<file path="src/rtl/load_store_align_unit_if.sv">
// Core request/response channel and data-memory port of the load/store alignment unit.
// The master modport is the environment side (core plus data memory); the slave
// modport is the alignment unit itself.
interface load_store_align_unit_if #(
  parameter int unsigned XLEN   = 32,
  parameter int unsigned ADDR_W = 32
);
  localparam int unsigned BYTES = XLEN / 8;

  // Core side
  logic              req_valid;
  logic              req_ready;
  logic              req_we;
  logic [1:0]        req_size;
  logic              req_unsigned;
  logic [ADDR_W-1:0] req_addr;
  logic [XLEN-1:0]   req_wdata;
  logic              rsp_valid;
  logic [XLEN-1:0]   rsp_rdata;
  logic              rsp_err;

  // Data-memory side
  logic              mem_valid;
  logic              mem_ready;
  logic              mem_we;
  logic [ADDR_W-1:0] mem_addr;
  logic [BYTES-1:0]  mem_wstrb;
  logic [XLEN-1:0]   mem_wdata;
  logic              mem_rvalid;
  logic [XLEN-1:0]   mem_rdata;

  modport master (
    output req_valid, req_we, req_size, req_unsigned, req_addr, req_wdata,
    output mem_ready, mem_rvalid, mem_rdata,
    input  req_ready, rsp_valid, rsp_rdata, rsp_err,
    input  mem_valid, mem_we, mem_addr, mem_wstrb, mem_wdata
  );

  modport slave (
    input  req_valid, req_we, req_size, req_unsigned, req_addr, req_wdata,
    input  mem_ready, mem_rvalid, mem_rdata,
    output req_ready, rsp_valid, rsp_rdata, rsp_err,
    output mem_valid, mem_we, mem_addr, mem_wstrb, mem_wdata
  );
endinterface

</file>
<file path="src/rtl/load_store_align_unit.sv">
// Sequenced load/store alignment unit. Shapes store lanes, extends load data, and
// splits word-boundary-crossing accesses into two memory beats. One request in,
// one response out per access; one memory beat outstanding at a time.
module load_store_align_unit #(
  parameter int unsigned XLEN        = 32,
  parameter int unsigned ADDR_W      = 32,
  parameter bit          MISALIGN_EN = 1'b1
) (
  input logic                   clk,
  input logic                   rst_n,
  load_store_align_unit_if.slave bus
);
  localparam int unsigned BYTES = XLEN / 8;
  localparam int unsigned OFF_W = $clog2(BYTES);
  // Wide enough to hold off + nbytes without overflow
  localparam int unsigned CNT_W = OFF_W + 2;
  localparam int unsigned IDX_W = $clog2(XLEN);

  typedef enum logic [2:0] {StIdle, StReq0, StWait0, StReq1, StWait1, StResp} state_e;

  state_e              state_q;
  logic                we_q;
  logic                uns_q;
  logic                cross_q;
  logic [1:0]          size_q;
  logic [OFF_W-1:0]    off_q;
  logic [BYTES-1:0]    strb_hi_q;
  logic [XLEN-1:0]     wdata_hi_q;
  logic [XLEN-1:0]     rdata_lo_q;
  logic                mem_we_q;
  logic [ADDR_W-1:0]   mem_addr_q;
  logic [BYTES-1:0]    mem_wstrb_q;
  logic [XLEN-1:0]     mem_wdata_q;
  logic [XLEN-1:0]     rsp_rdata_q;
  logic                rsp_err_q;

  logic [OFF_W-1:0]    req_off;
  logic [CNT_W-1:0]    req_nbytes;
  logic                req_cross;
  logic                req_size_ok;
  logic                req_err;
  logic [ADDR_W-1:0]   req_word_addr;
  logic [2*XLEN-1:0]   req_wdata_sh;
  logic [2*BYTES-1:0]  req_strb_sh;
  logic [XLEN-1:0]     ld_hi;
  logic [XLEN-1:0]     ld_lo;
  logic [XLEN-1:0]     ld_word;
  logic [XLEN-1:0]     ld_result;

  // Keep the low (8 << size) bits of v and fill the rest with zeros or the sign bit.
  function automatic logic [XLEN-1:0] extend(logic [XLEN-1:0] v, logic [1:0] size,
                                             logic uns);
    logic [XLEN-1:0] r;
    int unsigned     nbits;
    logic            sign;
    nbits = 32'(8) << size;
    if (nbits >= XLEN) begin
      r = v;
    end else begin
      sign = uns ? 1'b0 : v[IDX_W'(nbits - 1)];
      for (int unsigned i = 0; i < XLEN; i++) begin
        r[i] = (i < nbits) ? v[i] : sign;
      end
    end
    return r;
  endfunction

  // Request decode: offset, size, boundary crossing and the error condition.
  always_comb begin
    req_off       = bus.req_addr[OFF_W-1:0];
    req_nbytes    = CNT_W'(1) << bus.req_size;
    req_cross     = ({2'b00, req_off} + req_nbytes) > CNT_W'(BYTES);
    req_size_ok   = (XLEN == 64) || (bus.req_size != 2'b11);
    req_err       = !req_size_ok || (req_cross && !MISALIGN_EN);
    req_word_addr = {bus.req_addr[ADDR_W-1:OFF_W], OFF_W'(0)};
  end

  // Store lane shaping across a double-word window: low half is beat 0, high half beat 1.
  always_comb begin
    int unsigned lo_b;
    int unsigned hi_b;
    lo_b         = 32'(req_off);
    hi_b         = lo_b + 32'(req_nbytes);
    req_wdata_sh = (2 * XLEN)'(bus.req_wdata) << {req_off, 3'b000};
    req_strb_sh  = '0;
    for (int unsigned i = 0; i < 2 * BYTES; i++) begin
      if ((i >= lo_b) && (i < hi_b)) begin
        req_strb_sh[i] = 1'b1;
      end
    end
  end

  // Load assembly: the final beat's data joins any earlier captured beat, then shift/extend.
  always_comb begin
    ld_hi     = (state_q == StWait1) ? bus.mem_rdata : '0;
    ld_lo     = (state_q == StWait1) ? rdata_lo_q : bus.mem_rdata;
    ld_word   = XLEN'({ld_hi, ld_lo} >> {off_q, 3'b000});
    ld_result = extend(ld_word, size_q, uns_q);
  end

  // Access sequencer with registered memory-beat and response fields.
  always_ff @(posedge clk or negedge rst_n) begin
    if (!rst_n) begin
      state_q     <= StIdle;
      we_q        <= 1'b0;
      uns_q       <= 1'b0;
      cross_q     <= 1'b0;
      size_q      <= 2'b00;
      off_q       <= '0;
      strb_hi_q   <= '0;
      wdata_hi_q  <= '0;
      rdata_lo_q  <= '0;
      mem_we_q    <= 1'b0;
      mem_addr_q  <= '0;
      mem_wstrb_q <= '0;
      mem_wdata_q <= '0;
      rsp_rdata_q <= '0;
      rsp_err_q   <= 1'b0;
    end else begin
      unique case (state_q)
        StIdle: begin
          if (bus.req_valid) begin
            we_q    <= bus.req_we;
            uns_q   <= bus.req_unsigned;
            size_q  <= bus.req_size;
            off_q   <= req_off;
            cross_q <= req_cross;
            if (req_err) begin
              // No memory beat is issued; respond straight away.
              rsp_err_q <= 1'b1;
              state_q   <= StResp;
            end else begin
              mem_we_q    <= bus.req_we;
              mem_addr_q  <= req_word_addr;
              mem_wstrb_q <= bus.req_we ? req_strb_sh[BYTES-1:0] : '0;
              mem_wdata_q <= bus.req_we ? req_wdata_sh[XLEN-1:0] : '0;
              strb_hi_q   <= bus.req_we ? req_strb_sh[2*BYTES-1:BYTES] : '0;
              wdata_hi_q  <= bus.req_we ? req_wdata_sh[2*XLEN-1:XLEN] : '0;
              state_q     <= StReq0;
            end
          end
        end
        StReq0: begin
          if (bus.mem_ready) begin
            if (!we_q) begin
              state_q <= StWait0;
            end else if (cross_q) begin
              mem_addr_q  <= mem_addr_q + ADDR_W'(BYTES);
              mem_wstrb_q <= strb_hi_q;
              mem_wdata_q <= wdata_hi_q;
              state_q     <= StReq1;
            end else begin
              state_q <= StResp;
            end
          end
        end
        StWait0: begin
          if (bus.mem_rvalid) begin
            if (cross_q) begin
              rdata_lo_q <= bus.mem_rdata;
              mem_addr_q <= mem_addr_q + ADDR_W'(BYTES);
              state_q    <= StReq1;
            end else begin
              rsp_rdata_q <= ld_result;
              state_q     <= StResp;
            end
          end
        end
        StReq1: begin
          if (bus.mem_ready) begin
            state_q <= we_q ? StResp : StWait1;
          end
        end
        StWait1: begin
          if (bus.mem_rvalid) begin
            rsp_rdata_q <= ld_result;
            state_q     <= StResp;
          end
        end
        StResp: begin
          // Return every output field to its idle value.
          rsp_rdata_q <= '0;
          rsp_err_q   <= 1'b0;
          mem_we_q    <= 1'b0;
          mem_addr_q  <= '0;
          mem_wstrb_q <= '0;
          mem_wdata_q <= '0;
          state_q     <= StIdle;
        end
        default: state_q <= StIdle;
      endcase
    end
  end

  // Handshake outputs decoded from state only.
  assign bus.req_ready = (state_q == StIdle);
  assign bus.mem_valid = (state_q == StReq0) || (state_q == StReq1);
  assign bus.rsp_valid = (state_q == StResp);
  assign bus.mem_we    = mem_we_q;
  assign bus.mem_addr  = mem_addr_q;
  assign bus.mem_wstrb = mem_wstrb_q;
  assign bus.mem_wdata = mem_wdata_q;
  assign bus.rsp_rdata = rsp_rdata_q;
  assign bus.rsp_err   = rsp_err_q;
endmodule
</file>
<file path="src/flat_wrapper.sv">
// flat-port wrapper written by rule: the top's interface ports become plain ports
module load_store_align_unit_flat 
#(
  parameter int unsigned XLEN        = 32,
  parameter int unsigned ADDR_W      = 32,
  parameter bit          MISALIGN_EN = 1'b1
)
  (clk, rst_n, bus_req_valid, bus_req_we, bus_req_size, bus_req_unsigned, bus_req_addr, bus_req_wdata, bus_mem_ready, bus_mem_rvalid, bus_mem_rdata, bus_req_ready, bus_rsp_valid, bus_rsp_rdata, bus_rsp_err, bus_mem_valid, bus_mem_we, bus_mem_addr, bus_mem_wstrb, bus_mem_wdata);
  load_store_align_unit_if #(.XLEN(XLEN), .ADDR_W(ADDR_W)) bus_i ();
  input logic clk;
  input logic rst_n;
  input wire logic [$bits(bus_i.req_valid)-1:0] bus_req_valid;
  input wire logic [$bits(bus_i.req_we)-1:0] bus_req_we;
  input wire logic [$bits(bus_i.req_size)-1:0] bus_req_size;
  input wire logic [$bits(bus_i.req_unsigned)-1:0] bus_req_unsigned;
  input wire logic [$bits(bus_i.req_addr)-1:0] bus_req_addr;
  input wire logic [$bits(bus_i.req_wdata)-1:0] bus_req_wdata;
  input wire logic [$bits(bus_i.mem_ready)-1:0] bus_mem_ready;
  input wire logic [$bits(bus_i.mem_rvalid)-1:0] bus_mem_rvalid;
  input wire logic [$bits(bus_i.mem_rdata)-1:0] bus_mem_rdata;
  output wire logic [$bits(bus_i.req_ready)-1:0] bus_req_ready;
  output wire logic [$bits(bus_i.rsp_valid)-1:0] bus_rsp_valid;
  output wire logic [$bits(bus_i.rsp_rdata)-1:0] bus_rsp_rdata;
  output wire logic [$bits(bus_i.rsp_err)-1:0] bus_rsp_err;
  output wire logic [$bits(bus_i.mem_valid)-1:0] bus_mem_valid;
  output wire logic [$bits(bus_i.mem_we)-1:0] bus_mem_we;
  output wire logic [$bits(bus_i.mem_addr)-1:0] bus_mem_addr;
  output wire logic [$bits(bus_i.mem_wstrb)-1:0] bus_mem_wstrb;
  output wire logic [$bits(bus_i.mem_wdata)-1:0] bus_mem_wdata;
  assign bus_i.req_valid = bus_req_valid;
  assign bus_i.req_we = bus_req_we;
  assign bus_i.req_size = bus_req_size;
  assign bus_i.req_unsigned = bus_req_unsigned;
  assign bus_i.req_addr = bus_req_addr;
  assign bus_i.req_wdata = bus_req_wdata;
  assign bus_i.mem_ready = bus_mem_ready;
  assign bus_i.mem_rvalid = bus_mem_rvalid;
  assign bus_i.mem_rdata = bus_mem_rdata;
  assign bus_req_ready = bus_i.req_ready;
  assign bus_rsp_valid = bus_i.rsp_valid;
  assign bus_rsp_rdata = bus_i.rsp_rdata;
  assign bus_rsp_err = bus_i.rsp_err;
  assign bus_mem_valid = bus_i.mem_valid;
  assign bus_mem_we = bus_i.mem_we;
  assign bus_mem_addr = bus_i.mem_addr;
  assign bus_mem_wstrb = bus_i.mem_wstrb;
  assign bus_mem_wdata = bus_i.mem_wdata;
  load_store_align_unit #(.XLEN(XLEN), .ADDR_W(ADDR_W), .MISALIGN_EN(MISALIGN_EN)) u_core (.clk(clk), .rst_n(rst_n), .bus(bus_i));
endmodule
</file>
<file path="config.mk">
export PLATFORM = sky130hd
export DESIGN_NAME = load_store_align_unit_flat
export DESIGN_NICKNAME = d
export VERILOG_FILES = /design/src/rtl/load_store_align_unit_if.sv /design/src/rtl/load_store_align_unit.sv /design/src/flat_wrapper.sv
export SDC_FILE = /design/constraint.sdc
export NUM_CORES = 1
export LEC_CHECK = 0
export BUFFER_PORTS_ARGS = -buffer_cell sky130_fd_sc_hd__buf_2
export CORE_ASPECT_RATIO = 0.75
export CORE_MARGIN = 1
export CORE_UTILIZATION = 50
export CTS_CLUSTER_SIZE = 24
export DETAILED_ROUTE_END_ITERATION = 16
export PLACE_DENSITY = 0.85
export SLEW_MARGIN = 20
export SYNTH_ARGS = -nofsm -noshare
export SYNTH_HDL_FRONTEND = slang
export SYNTH_SLANG_ARGS = --single-unit
</file>
<file path="constraint.sdc">
create_clock -name clk -period 2.27 [get_ports clk]
set_clock_uncertainty 0.15 [all_clocks]
set_input_delay 0.1135 -clock clk [delete_from_list [all_inputs] [get_ports clk]]
set_output_delay 0.1135 -clock clk [all_outputs]
set_load 0.02 [all_outputs]
</file>
Yosys cells after proc, flatten, opt, wreduce, memory -nomap -nowiden:

Cells that the tools add are included.
Widths: inputs -> output; s select.

* reduce and logical (&&, ||, !) cells: 18
* shift operators: 4
* eq/ne operators: 16
* magnitude comparators: 46
* add/sub/neg operators: 4
* muxes and demuxes: 89

Operator list (number)
* $mux 32: 19
* $lt 5x32->1 const A: 16
* $lt 3x32->1 const A: 8
* $lt 4x32->1 const A: 8
* $pmux 32 s3: 2
* $lt 1x32->1 const A: 4
* $lt 2x32->1 const A: 4
* $pmux 32 s4: 1
* $shl 32x5->64: 1
* $shr 64x5->32: 1
* $mux 1: 47
* $add 32x3->32 const B: 1
* $ge 32x6->1 const B: 1
* $shl 4x2->32 const A: 1
* $mux 4: 7
* $mux 3: 8
* $ne 2x2->1 const B: 8
* $pmux 3 s5: 1
* $pmux 4 s3: 1
* $reduce_and 3->1: 4
* $reduce_and 6->1: 2
* $eq 3x2->1 const B: 2
* $eq 3x3->1 const B: 2
* $lt 5x6->1 const B: 1
* 20 further kinds: 27

* register bits: 180
* word-level logic and storage cells: 192
* output and inout bits: 105
* input bits: 105

Depth between registers and ports, before layout:

* word-level depth: 11
* depth in mapped cells: 8
* gate-level depth less buffers: 8

Least setup slack after synthesis:

OpenSTA, ideal clock, no wires.

* path kind: flip-flop to flip-flop
* start: register u_core.size_q[1]
* end: register u_core.rsp_rdata_q[25], in the netlist u_core.bus.rsp_rdata[25]
* path buffers: 1
* period minus slack after synthesis: 2.302 ns
* slack: -0.032 ns
* cell stages (with the launch flop): 9
* setup time: 0.088 ns
* arrival time: 2.063 ns
* required time: 2.032 ns
* path through: dfrtp_1 > nor2_1 > inv_1 > ha_1 > nor2_1 > clkbuf_1 > a21oi_1 > a32o_1 > a41oi_1

* word-level cells in the longest chain between the ends: 10
* elaborated cells on any way between the ends: 13
* classes of those cells: 1 x add/sub; 2 x order compare; 1 x shift; 9 x mux

Ends and longest elaborated chain
* start: declaration: line load_store_align_unit.sv:25 `logic [1:0] size_q;`
* start signal: assignment: line load_store_align_unit.sv:125 `size_q <= bus.req_size;`
* $shl 4x2->32 *: line load_store_align_unit.sv:56 `nbits = 32'(8) << size;`
* $sub 5x1->5: line load_store_align_unit.sv:60 `sign = uns ? 1'b0 : v[IDX_W'(nbits - 1)];`
* $bmux 1 s5: line load_store_align_unit.sv:60
* $mux 1 (implied by the code): line load_store_align_unit.sv:60
* $mux 1: line load_store_align_unit.sv:60
* $mux 1: line load_store_align_unit.sv:62 `r[i] = (i < nbits) ? v[i] : sign;`
* $mux 32 *: line load_store_align_unit.sv:57 `if (nbits >= XLEN) begin`
* $mux 32: line load_store_align_unit.sv:159 `if (cross_q) begin`
* $mux 32: line load_store_align_unit.sv:158 `if (bus.mem_rvalid) begin`
* $pmux 32 s3 *: line load_store_align_unit.sv:120 `unique case (state_q)`
* end signal: assignment: line load_store_align_unit.sv:164 `rsp_rdata_q <= ld_result;`
* end signal: assignment: line load_store_align_unit.sv:176 `rsp_rdata_q <= ld_result;`
* end: declaration: line load_store_align_unit.sv:34 `logic [XLEN-1:0] rsp_rdata_q;`

Mark *: on every way between the ends. The rest lies on a longest branch, timed or not. The select of a mux whose other input is x is not followed.
A chain may end at the register's enable or synchronous reset.

Worst setup path in the final report:

* start: register u_core.state_q[1]
* end: register u_core.rsp_rdata_q[28], in the netlist u_core.bus.rsp_rdata[28]

* word-level cells in the longest chain between the ends: 11
* elaborated cells on any way between the ends: 20
* classes of those cells: 6 x eq/ne; 1 x shift; 11 x mux; 2 x reduce/logical

Ends and longest elaborated chain
* start: declaration: line load_store_align_unit.sv:21 `state_e state_q;`
* start signal: assignment: line load_store_align_unit.sv:104 `state_q <= StIdle;`
* start signal: assignment: line load_store_align_unit.sv:131 `state_q <= StResp;`
* start signal: assignment: line load_store_align_unit.sv:139 `state_q <= StReq0;`
* $eq 3x3->1: line load_store_align_unit.sv:95, load_store_align_unit.sv:96, load_store_align_unit.sv:120
* $mux 32, on equally long branches: line load_store_align_unit.sv:96, load_store_align_unit.sv:95
* $shr 64x5->32: line load_store_align_unit.sv:97 `ld_word = XLEN'({ld_hi, ld_lo} >> {off_q, 3'b000});`
* $bmux 1 s5: line load_store_align_unit.sv:60
* $mux 1 (implied by the code): line load_store_align_unit.sv:60
* $mux 1: line load_store_align_unit.sv:60
* $mux 1: line load_store_align_unit.sv:62
* $mux 32: line load_store_align_unit.sv:57
* $mux 32: line load_store_align_unit.sv:159
* $mux 32: line load_store_align_unit.sv:158
* $pmux 32 s3: line load_store_align_unit.sv:120

Parallel ways exist; a longest one is shown, timed or not. The select of a mux whose other input is x is not followed.

==> results.yml <==
floorplanning:
  die_h_um: 124.2
  die_area_mm2: 0.02047
  core_region_area_mm2: 0.01943
  core.rowCount: 44
  dieWidth_um: 164.9
  start_util: 0.5120
  io_pins: 210
sta:
  post-route-period-util: 1.024
  fin_crit_ps: 2324
  max-slew-margin-rel: 0.5952
  setup_viol: 20
  worstMarginPinSlew_ps: 605.0
  maxSlewViolCount: 0
  holdWs_ps: 18.16
  layout_setup_ws_ps: -53.88
  rsz0062_at_grt: "yes"
  hold_viol: 0
  fin_tns_setup_ps: -565.3
  fmax_ghz: 0.4303
cts:
  clock_latency_ps: 440
  clock_sinks: 170
  cts.clk_slew.worst_paths_ps: 70
  cts_max_path_buffers: 2
  h-tree-depth: 4
  numCtsBuffers: 17
  cts-root-buf: "clkbuf_16"
  cts_tree: "done"
place:
  place_congestion: 0.9318
  hpwl_um: 21770
  io_buffers: 207
  pre_cts_slack_ps: -89.32
yosys:
  avgSynthCellArea_um2: 9.503
  ys_types: 67
  syn_inst: 1047
  synthArstFlopShare: 1.000
  yosys_warnings: 0
  netlist_area_mm2: 0.009950
  ys_seq_area_frac: 0.4276
  synth_flop_cell: "dfrtp_1"
  synth-edff-count: 0
  synth-seq-cells: 170
cells_and_area:
  final_util: 0.6930
  finalNetCount: 1473
  area_growth_pct: 35.36
  final_layout_size_suffix_gt1_frac: 0.3125
  diodes: 0
global_routing:
  first_global_vias: 9517
  grt_pass1_wl_um: 50630
  grt.busiest_layer: "met2"
  use_met2: 0.4882
  met1_usage: 0.4377
  met3_usage: 0.09890
  grt-ovfl-total: 0
  antenna_found_initial: 0
  grt_usage: 0.3212
  grt_max_degree: 53
detailed_routing:
  vias_per_cell: 6.352
  drt_iter0_drc: 1474
  wire_per_inst_um: 20.74
  dr.pass1.iters: 5
  routed_wl_um: 33780
  dr_total_vias: 10350
  final_antenna_net_count: 0
  drc: 0
power_and_ir_drop:
  ir_drop_mv: 0.7923
  power_density_mw_per_mm2: 1362
  leakage_nw: 6.262
  power_w: 0.01834
worst_setup_path:
  criticalPathCategory: "register to register"
  cp-end-kind: "register"
  crit_arrival_ps: 2520
  worstPathMaxFanout: 25
  start_kind: "register"
  required_ps: 2460
hold_path:
  hold_path_class: "input pin to register"
job:
  max_cap_violations: 0
status:
  outcome: "complete, but fails checks"
  violations: "setup timing"
## cells by family (layout without fill, tap and decap cells)
| logic type | count (synthesis) | count (layout) | synth area share |
|---|---|---|---|
| AO/OA/AOI/OAI | 314 | 314 | 0.2119 |
| XOR/XNOR | 2 | 2 | 0.001761 |
| adder cells (fa/ha/maj) | 5 | 5 | 0.007043 |
| buffers and inverters | 96 | 424 | 0.04137 |
| flip-flops | 170 | 170 | 0.4276 |
| multiplexers | 118 | 118 | 0.1537 |
| other | 1 | 2 | 0.0003769 |
| AND/OR/NAND/NOR | 341 | 341 | 0.1563 |
## through the flow
step           cells  instance area, um^2
2_1_floorplan   1048                 9955
3_3_place_gp    1492                11630
3_5_place_dp    1492                11630
4_1_cts         1620                13200
5_1_grt         1629                13470
6_report        1629                13470
## repair_timing
item                                    in CTS  in global routing
resized for setup                            4                 31
hold buffers                                93                  0
endpoints found under the hold margin      258                  0
pin swaps                                    0                  4
gates cloned                                 0                  3
endpoints found under the setup margin      23                 49
setup buffers                                3                  6
## cells in the mapped netlist, types with 4 or more instances
master / number / area [um^2]
nand3_1: 35 / 175.2
a221oi_1: 18 / 157.7
nand2_1: 135 / 506.7
o21ai_0: 93 / 465.5
buf_2: 17 / 85.08
and2_1: 5 / 31.28
inv_1: 13 / 48.80
or3_1: 5 / 31.28
buf_1: 10 / 37.54
and4_1: 4 / 35.03
nand2b_1: 8 / 50.05
and3_1: 10 / 62.56
a32oi_1: 10 / 87.58
nor4_1: 4 / 25.02
o2bb2ai_1: 6 / 52.55
ha_1: 4 / 50.05
dfrtp_1: 170 / 4254
nand4_1: 5 / 31.28
buf_4: 6 / 45.04
clkbuf_1: 47 / 176.4
a32o_1: 7 / 70.07
nor2_1: 99 / 371.6
nor3_1: 9 / 45.04
a211o_1: 6 / 52.55
a41oi_1: 11 / 96.34
a211oi_1: 5 / 37.54
a31oi_1: 16 / 100.1
a2bb2oi_1: 11 / 96.34
a22oi_1: 15 / 112.6
o31ai_1: 17 / 127.6
mux2_2: 48 / 540.5
mux4_2: 23 / 518.0
a221oi_2: 7 / 105.1
a21oi_1: 66 / 330.3
mux2i_1: 47 / 470.5
nor2b_1: 7 / 43.79
## report_power, final
| part | internal [W] | leakage [nW] | total (W) | switching [W] |
|---|---|---|---|---|
| logic | 0.00411 | 3.76 | 0.00985 | 0.00573 |
| clock network | 0.00154 | 0.296 | 0.00297 | 0.00144 |
| registers | 0.00433 | 2.21 | 0.00552 | 0.00119 |
| total | 0.00998 | 6.26 | 0.0183 | 0.00836 |
## sequential cells by signal, summed over array words and instances (netlist names), 3 cells and up
| name | flops |
|---|---|
| u_core.wdata_hi_q | 24 |
| u_core.bus.mem_wdata | 32 |
| u_core.bus.mem_wstrb | 4 |
| u_core.bus.rsp_rdata | 32 |
| u_core.rdata_lo_q | 32 |
| u_core.bus.mem_addr | 30 |
| u_core.state_q | 3 |
| u_core.strb_hi_q | 4 |
## critical path, cell delays in order (launching register included)
cell	delay (ps)
dfrtp_1	420
buf_4	160
nor3b_4	290
buf_4	190
buf_12	170
a21oi_1	140
a211o_1	290
a32o_1	220
a41oi_1	180
## final cells by class
| class | instances | area (um^2) |
|---|---|---|
| timing repair buffer | 377 | 2834 |
| fill | 1331 | 5966 |
| multi-input combinational | 782 | 5404 |
| tap | 253 | 316.6 |
| clock buffer | 19 | 452.9 |
| clock inverter | 13 | 148.9 |
| inverter | 15 | 56.30 |
| sequential | 170 | 4255 |
## path summary, 6_finish.rpt
check,start,to,slack (ps),cells after the start
worst max-delay path,u_core.state_q[1],u_core.bus.rsp_rdata[28],-50,8
worst min-delay path,bus_req_wdata[16],u_core.wdata_hi_q[8],20,3
worst max register to register,u_core.state_q[1],u_core.bus.rsp_rdata[28],-50,8
worst min register to register,u_core.bus.rsp_rdata[7],u_core.bus.rsp_rdata[7],330,2
max in group asynchronous,rst_n,u_core.bus.mem_addr[19],1120,3
min in group asynchronous,rst_n,u_core.bus.rsp_rdata[5],60,2
## layout by cell type, fill, tap and decap left out, types with 10 or more instances in the layout
master and count:
buf_2 206, dfrtp_1 169, nand2_1 134, nor2_1 98, dlygate4sd3_1 93, o21ai_0 91, a21oi_1 66, buf_4 53
mux2_2 48, mux2i_1 46, nand3_1 34, mux4_2 23, clkbuf_16 20, a221oi_1 18, o31ai_1 17, buf_12 16
a31oi_1 15, a22oi_1 14, inv_1 13, a2bb2oi_1 11, a41oi_1 10, and3_1 10
## routing by layer
layer / vias to the layer above / share of wire
li1: 4530 / -
met1: 4991 / 0.41
met2: 689 / 0.45
met3: 138 / 0.11
met4: 0 / 0.032
met5: - / 0
No activity file was read; power rests on OpenSTA's default activity.
